`src/rtl/led_pkg.sv`:
```
// Shared definitions for the multi-channel LED driver.
package led_pkg;

    // Per-channel operating mode, encoded as the 2-bit MODE field.
    typedef enum logic [1:0] {
        MODE_OFF   = 2'd0,
        MODE_ON    = 2'd1,
        MODE_BLINK = 2'd2,
        MODE_PWM   = 2'd3
    } led_mode_t;

endpackage

```
`src/rtl/led_channel.sv`:
```
// One LED output register: selects OFF / ON / BLINK / PWM drive each clock.
module led_channel
    import led_pkg::*;
#(
    parameter int unsigned PWM_BITS = 4
) (
    input  logic                CLK,
    input  logic                RST_N,
    input  logic [1:0]          mode,
    input  logic [PWM_BITS-1:0] duty,
    input  logic                blink_q,
    input  logic [PWM_BITS-1:0] pwm_cnt,
    input  logic                invert,
    output logic                led
);

    logic led_q, led_d;

    // Next LED value from the pre-edge mode, duty, blink phase and PWM count.
    always_comb begin
        led_d = 1'b0;
        case (led_mode_t'(mode))
            MODE_OFF:   led_d = 1'b0;
            MODE_ON:    led_d = 1'b1;
            MODE_BLINK: led_d = blink_q ^ invert;
            MODE_PWM:   led_d = (pwm_cnt < duty);
            default:    led_d = 1'b0;
        endcase
    end

    // Output register; cleared immediately on reset.
    always_ff @(posedge CLK or negedge RST_N) begin
        if (!RST_N) begin
            led_q <= 1'b0;
        end else begin
            led_q <= led_d;
        end
    end

    assign led = led_q;

endmodule

```
`src/rtl/multi_led_driver.sv`:
```
// Multi-channel LED driver: shared prescaler, blink phase and PWM counter
// feeding NUM_LEDS independently configured output channels.
module multi_led_driver
    import led_pkg::*;
#(
    parameter int unsigned NUM_LEDS = 4,
    parameter int unsigned CLK_DIV  = 22,
    parameter int unsigned PWM_BITS = 4
) (
    input  logic                         CLK,
    input  logic                         RST_N,
    input  logic [2*NUM_LEDS-1:0]        MODE,
    input  logic [PWM_BITS*NUM_LEDS-1:0] DUTY,
    input  logic                         SYNC,
    output logic [NUM_LEDS-1:0]          LED,
    output logic                         TICK
);

    logic [CLK_DIV-1:0]  presc_q, presc_d;
    logic [PWM_BITS-1:0] pwm_q, pwm_d;
    logic                blink_q, blink_d;
    logic                tick_q, tick_d;
    logic                wrap;

    assign wrap = &presc_q;

    // Free-running counters; SYNC restarts every shared phase and masks a wrap.
    always_comb begin
        presc_d = presc_q + 1'b1;
        pwm_d   = pwm_q + 1'b1;
        blink_d = blink_q ^ wrap;
        tick_d  = wrap;
        if (SYNC) begin
            presc_d = '0;
            pwm_d   = '0;
            blink_d = 1'b0;
            tick_d  = 1'b0;
        end
    end

    // Shared timing state register.
    always_ff @(posedge CLK or negedge RST_N) begin
        if (!RST_N) begin
            presc_q <= '0;
            pwm_q   <= '0;
            blink_q <= 1'b0;
            tick_q  <= 1'b0;
        end else begin
            presc_q <= presc_d;
            pwm_q   <= pwm_d;
            blink_q <= blink_d;
            tick_q  <= tick_d;
        end
    end

    assign TICK = tick_q;

    for (genvar i = 0; i < NUM_LEDS; i++) begin : g_ch
        localparam logic INV = (i % 2) == 1;

        led_channel #(
            .PWM_BITS (PWM_BITS)
        ) u_ch (
            .CLK     (CLK),
            .RST_N   (RST_N),
            .mode    (MODE[2*i +: 2]),
            .duty    (DUTY[PWM_BITS*i +: PWM_BITS]),
            .blink_q (blink_q),
            .pwm_cnt (pwm_q),
            .invert  (INV),
            .led     (LED[i])
        );
    end

endmodule

```
`config.mk`:
```
export PLATFORM = sky130hd
export DESIGN_NAME = multi_led_driver
export DESIGN_NICKNAME = d
export VERILOG_FILES = /design/src/rtl/led_pkg.sv /design/src/rtl/led_channel.sv /design/src/rtl/multi_led_driver.sv
export SDC_FILE = /design/constraint.sdc
export NUM_CORES = 1
export LEC_CHECK = 0
export ABC_AREA = 1
export CORE_ASPECT_RATIO = 1.1
export CORE_UTILIZATION = 35
export CTS_CLUSTER_SIZE = 28
export DETAILED_ROUTE_END_ITERATION = 8
export HOLD_SLACK_MARGIN = 0.12
export PLACE_DENSITY = 0.64
export SYNTH_ARGS = -nofsm -noshare
export SYNTH_HDL_FRONTEND = slang
export SYNTH_SLANG_ARGS = --single-unit
```
`constraint.sdc`:
```
create_clock -name CLK -period 3.71 [get_ports CLK]
set_clock_uncertainty 0.2 [all_clocks]
set_input_delay 0.742 -clock CLK [delete_from_list [all_inputs] [get_ports CLK]]
set_output_delay 0.742 -clock CLK [all_outputs]
set_load 0.02 [all_outputs]
```
## After elaboration in Yosys (flattened, before gate mapping)

Cells that the tools add are included.

| word-level totals | value |
|---|---|
| register bits | 32 |
| input bits | 27 |
| output and inout port bits | 5 |

| cells by class | value |
|---|---|
| add/subtract/negate cells | 2 |
| order comparisons | 4 |
| eq/ne operators | 12 |
| muxes and demuxes | 8 |
| bitwise logic cells | 2 |
| reductions and logical operators | 5 |

Operator list:

| cell | number |
|---|---|
| $add 22x1->22 const B | 1 |
| $mux 22 | 1 |
| $reduce_and 22->1 | 1 |
| $eq 2x2->1 const B | 8 |
| $lt 4x4->1 | 4 |
| $pmux 1 s4 | 4 |
| $eq 2x1->1 const B | 4 |
| $logic_not 2->1 | 4 |
| $add 4x1->4 const B | 1 |
| $mux 4 | 1 |
| $mux 1 | 2 |
| $not 1->1 | 1 |
| $xor 1x1->1 | 1 |

## Depth between registers and ports, before layout

| logic depth | value |
|---|---|
| depth in word-level cells | 3 |
| gate-level depth with buffers | 9 |
| gate-level depth less buffers | 9 |

## By module

Synthesis repeated with hierarchy kept, for this count alone.

| second synthesis, totals | value |
|---|---|
| cells, all modules | 278 |
| area, all modules | 2064.5 um^2 |

Modules (own cells, without submodules):

| module | instances | cells an instance | area each (um^2) |
|---|---|---|---|
| multi_led_driver | 1 | 182 | 1463.9 |
| led_channel | 4 | 24 | 150.1 |

## Least setup slack after synthesis

No wires, ideal clock.

| path | value |
|---|---|
| path type | input to register |
| start point | in DUTY[5] |
| end point | reg g_ch[1].u_ch.led_q |
| arrival time | 1342 ps |
| data required time | 3391 ps |
| slack | 2049 ps |
| stages on the path | 7 |
| buffers on the path | 0 |
| cells stage by stage | inv_1 -> ha_1 -> o21ai_0 -> nand2_1 -> nand3_1 -> a21oi_1 -> nor2_1 |

| on the way | value |
|---|---|
| word-level cells in the longest chain between the ends | 2 |

RTL lines:

| what | line | source |
|---|---|---|
| start: declaration | multi_led_driver.sv:13 | `input logic [PWM_BITS*NUM_LEDS-1:0] DUTY,` |
| $lt 4x4->1 | led_channel.sv:26 | `MODE_PWM: led_d = (pwm_cnt < duty);` |
| $pmux 1 s4 | led_channel.sv:22 | `case (led_mode_t'(mode))` |
| via g_ch[1].u_ch.led_d | led_channel.sv:17 | `logic led_q, led_d;` |
| end signal: assignment | led_channel.sv:36 | `led_q <= led_d;` |
| end: declaration | led_channel.sv:17 |  |

The timed path passes the listed nets, and every way through them passes these cells.

## Worst setup path in the final report

| path | value |
|---|---|
| start point | reg g_ch[3].u_ch.led_q |
| end point | out LED[3] |

RTL lines:

| what | line | source |
|---|---|---|
| start: declaration | led_channel.sv:17 |  |
| start signal: assignment | led_channel.sv:36 |  |
| end: declaration | multi_led_driver.sv:15 | `output logic [NUM_LEDS-1:0] LED,` |

No word-level cell between the ends.

==> impl_results.md <==
* Status: finished, final reports clean
* Mapped Nets at 296
* GRT Total Usage at 16.0%
* Post-CTS Setup Bufs at 0
* Initial antenna violation count at 0
* CTS Sinks at 32
* Core Region at 5360 um2
* Leading area contributor after synthesis: dfrtp_1
* Peak per-stage delay on the critical path at 0.61 ns
* HP Start: presc_q[0]
* TritonCTS clock tree: done
* CP Launch Type: flip-flop
* GPL Wtd Cong at 0.792
* Part of the power in registers at 44.9%
* Pre-antenna DRT Iters at 4
* Switching Fraction at 21.3%
* Final min period at 2.16 ns
* Crit path kind: flip-flop to primary output
* CP Cell Sequence: clkdlybuf4s50_1
* DR vias/cell at 4.50
* Htree depth at 2
* Root Buffer: clkbuf_8
* Crit-path slowest cell: clkdlybuf4s50_1
* Synth unique cells at 22
* Clock transition at path regs at 0.06 ns
* Combinational power share at 10.9%
* Area occupied by registers at 801 um2
* Multi-input gate area at 953 um2
* Routed length per instance at 10.6 um
* Hold Path Sink: presc_q[0]
* PortBufs at 31
* FF-to-FF path depth at 8
* Setup Total Neg Slack at 0 ns
* Largest net degree at the start of global routing at 33
* Die width at 73.0 um
* Mapped Cells at 255
* Clock latency on the worst-skew pair at 0.29 ns
* Hold buffers post-CTS at 0
* Layout cells sized above 1 at 8.62%
* Post-route ant nets at 0
* Maximum clock insertion buffer count at 2
* Post-DP HPWL at 3.03 mm
* PwrDens at 333 nW/um2
* Remaining Overflow, GRT at 0
* Syn. warnings at 0
* Synth top area share at 41.3%
* Final Hold Fails at 0
* RSZ-0062 raised after global routing: no
* Fillers at 535
* Crit. End Element: primary output
* Pins Over Slew Limit at 0
* Most frequent cells in the layout: nand2_1 (50), nor2_1 (42), inv_1 (38)
* Vias in the first global route at 1623
* Die Y at 80.0 um
* CTS resizes at 0
* Worst Tran Pin Value at 0.395 ns
* Launching point of the worst reg2reg path: presc_q[0]
* Largest cells by area after synthesis: dfrtp_1 (41%), nand2_1 (9.7%), ha_1 (9.0%)
* CP Buf/Inv Count at 1
* Crit share post-route at 58.2%
* Vias after detailed routing at 1641
* Min-Delay Path Class: flip-flop to flip-flop
* Worst vdd ir at 0.166 mV
* Sequential area share after synthesis at 41.3%
* I/O pin total at 32
* Mean Syn Cell Area at 7.60 um2
* Most common cell after layout, fill and taps aside: nand2_1
* Syn-to-layout area delta at 26.2%
* Family with the most delay on the worst path: buffers and inverters
* Setup-failing EPs final at 0
* Initial DRC Count at 41
* Int Pwr at 0.642 mW
* P_sw at 0.174 mW
* # diodes at 0
* Maxcap violations at 0
* #FFs+latches synth at 32
* Worst R2R End: presc_q[18]
* Rows at 28
* Die Area at 5840 um2
* WHS Path Cells at 1
* Clock group share of total power at 44.3%
* Max Clock Freq at 0.463 GHz
* Total wire length at 3.86 mm
* Final Util at 45.6%
* Crit path max fanout at 1
* Leak at 1.11 nW
* Starting Density at 36.2%
* Global-route wire length before repair at 7.12 mm
* Max-slew headroom at 73.7%
* Worst EP required at 2.77 ns
* Arr. time, crit path at 1.22 ns
* TritonCTS buffer count at 5
* PnR Total Power at 0.816 mW
* R2r setup slk at 2.08 ns
* DR DRC count at 0
* NumNets Final at 330
* Synthesized area at 1940 um2
## final cells by class
type / count / area share, %
Clock buffer: 7 / 3.94
Clock inverter: 1 / 1.23
Inverter: 39 / 5.98
Multi-Input combinational cell: 178 / 39.0
Sequential cell: 32 / 32.7
Tap cell: 75 / 3.84
Timing Repair Buffer: 33 / 13.3
## through the flow
step	hold WS (ns)	worst slack, ns	cells	instance area, um2
after global routing	0.314	1.51	365	2450
final	0.277	1.55	365	2450
after detailed placement	0.268	1.50	357	2320
after global placement	0.266	1.50	357	2320
after CTS	0.278	1.54	365	2450
after floorplan	0.244	2.05	255	1940
## Yosys cell counts, drive strengths merged
cell type,number
nor2,50
nand4,3
nor3b,1
inv,39
clkbuf,2
o21a,1
nand2,54
o21bai,1
buf,4
ha,14
xor2,3
a21oi,23
and3,1
o21ai,11
xnor2,1
dfrtp,32
nand3,15
## worst max path at each step
stage                     start                to  slack [ns]  cells past startpoint
3_5_place_dp               SYNC        presc_q[2]        1.50                      5
2_1_floorplan           DUTY[5]  g_ch[1].u_ch.led        2.05                      7
5_1_grt        g_ch[3].u_ch.led            LED[3]        1.51                      1
4_1_cts        g_ch[3].u_ch.led            LED[3]        1.54                      1
3_3_place_gp               SYNC        presc_q[3]        1.50                      5
6_report       g_ch[3].u_ch.led            LED[3]        1.55                      1
## registers in the layout (all words and copies together) (netlist names)
name,count
TICK,1
blink_q,1
g_ch.u_ch.led,4
presc_q,22
pwm_q,4
## power by group through the flow
stage / combinational [mW] / clock [mW] / sequential [mW]
after floorplan: 0.0441 / 0 / 0.370
after global placement: 0.0883 / 0 / 0.372
after detailed placement: 0.0904 / 0 / 0.372
after CTS: 0.0906 / 0.373 / 0.366
after global routing: 0.105 / 0.391 / 0.367
final: 0.0886 / 0.361 / 0.366
## routing by layer
metal / part of all wire, % / wire length (um) / GRT usage (%) / up-vias
li1: - / - / - / 869
met1: 45 / 1740 / 19.1 / 749
met2: 51 / 1980 / 28.0 / 15
met3: 2.3 / 87 / 3.79 / 8
met4: 1.5 / 57 / 5.49 / 0
met5: 0 / 0 / 0 / -
## kinds of logic after synthesis
logic type / count (synthesis) / synth area share, %
flip-flops: 32 / 41.3
AO/OA/AOI/OAI: 36 / 9.55
adder cells (fa/ha/maj): 14 / 9.04
buffers and inverters: 45 / 9.49
XOR/XNOR: 4 / 1.81
AND/OR/NAND/NOR: 124 / 28.8
(Power assumes the default switching activity.)
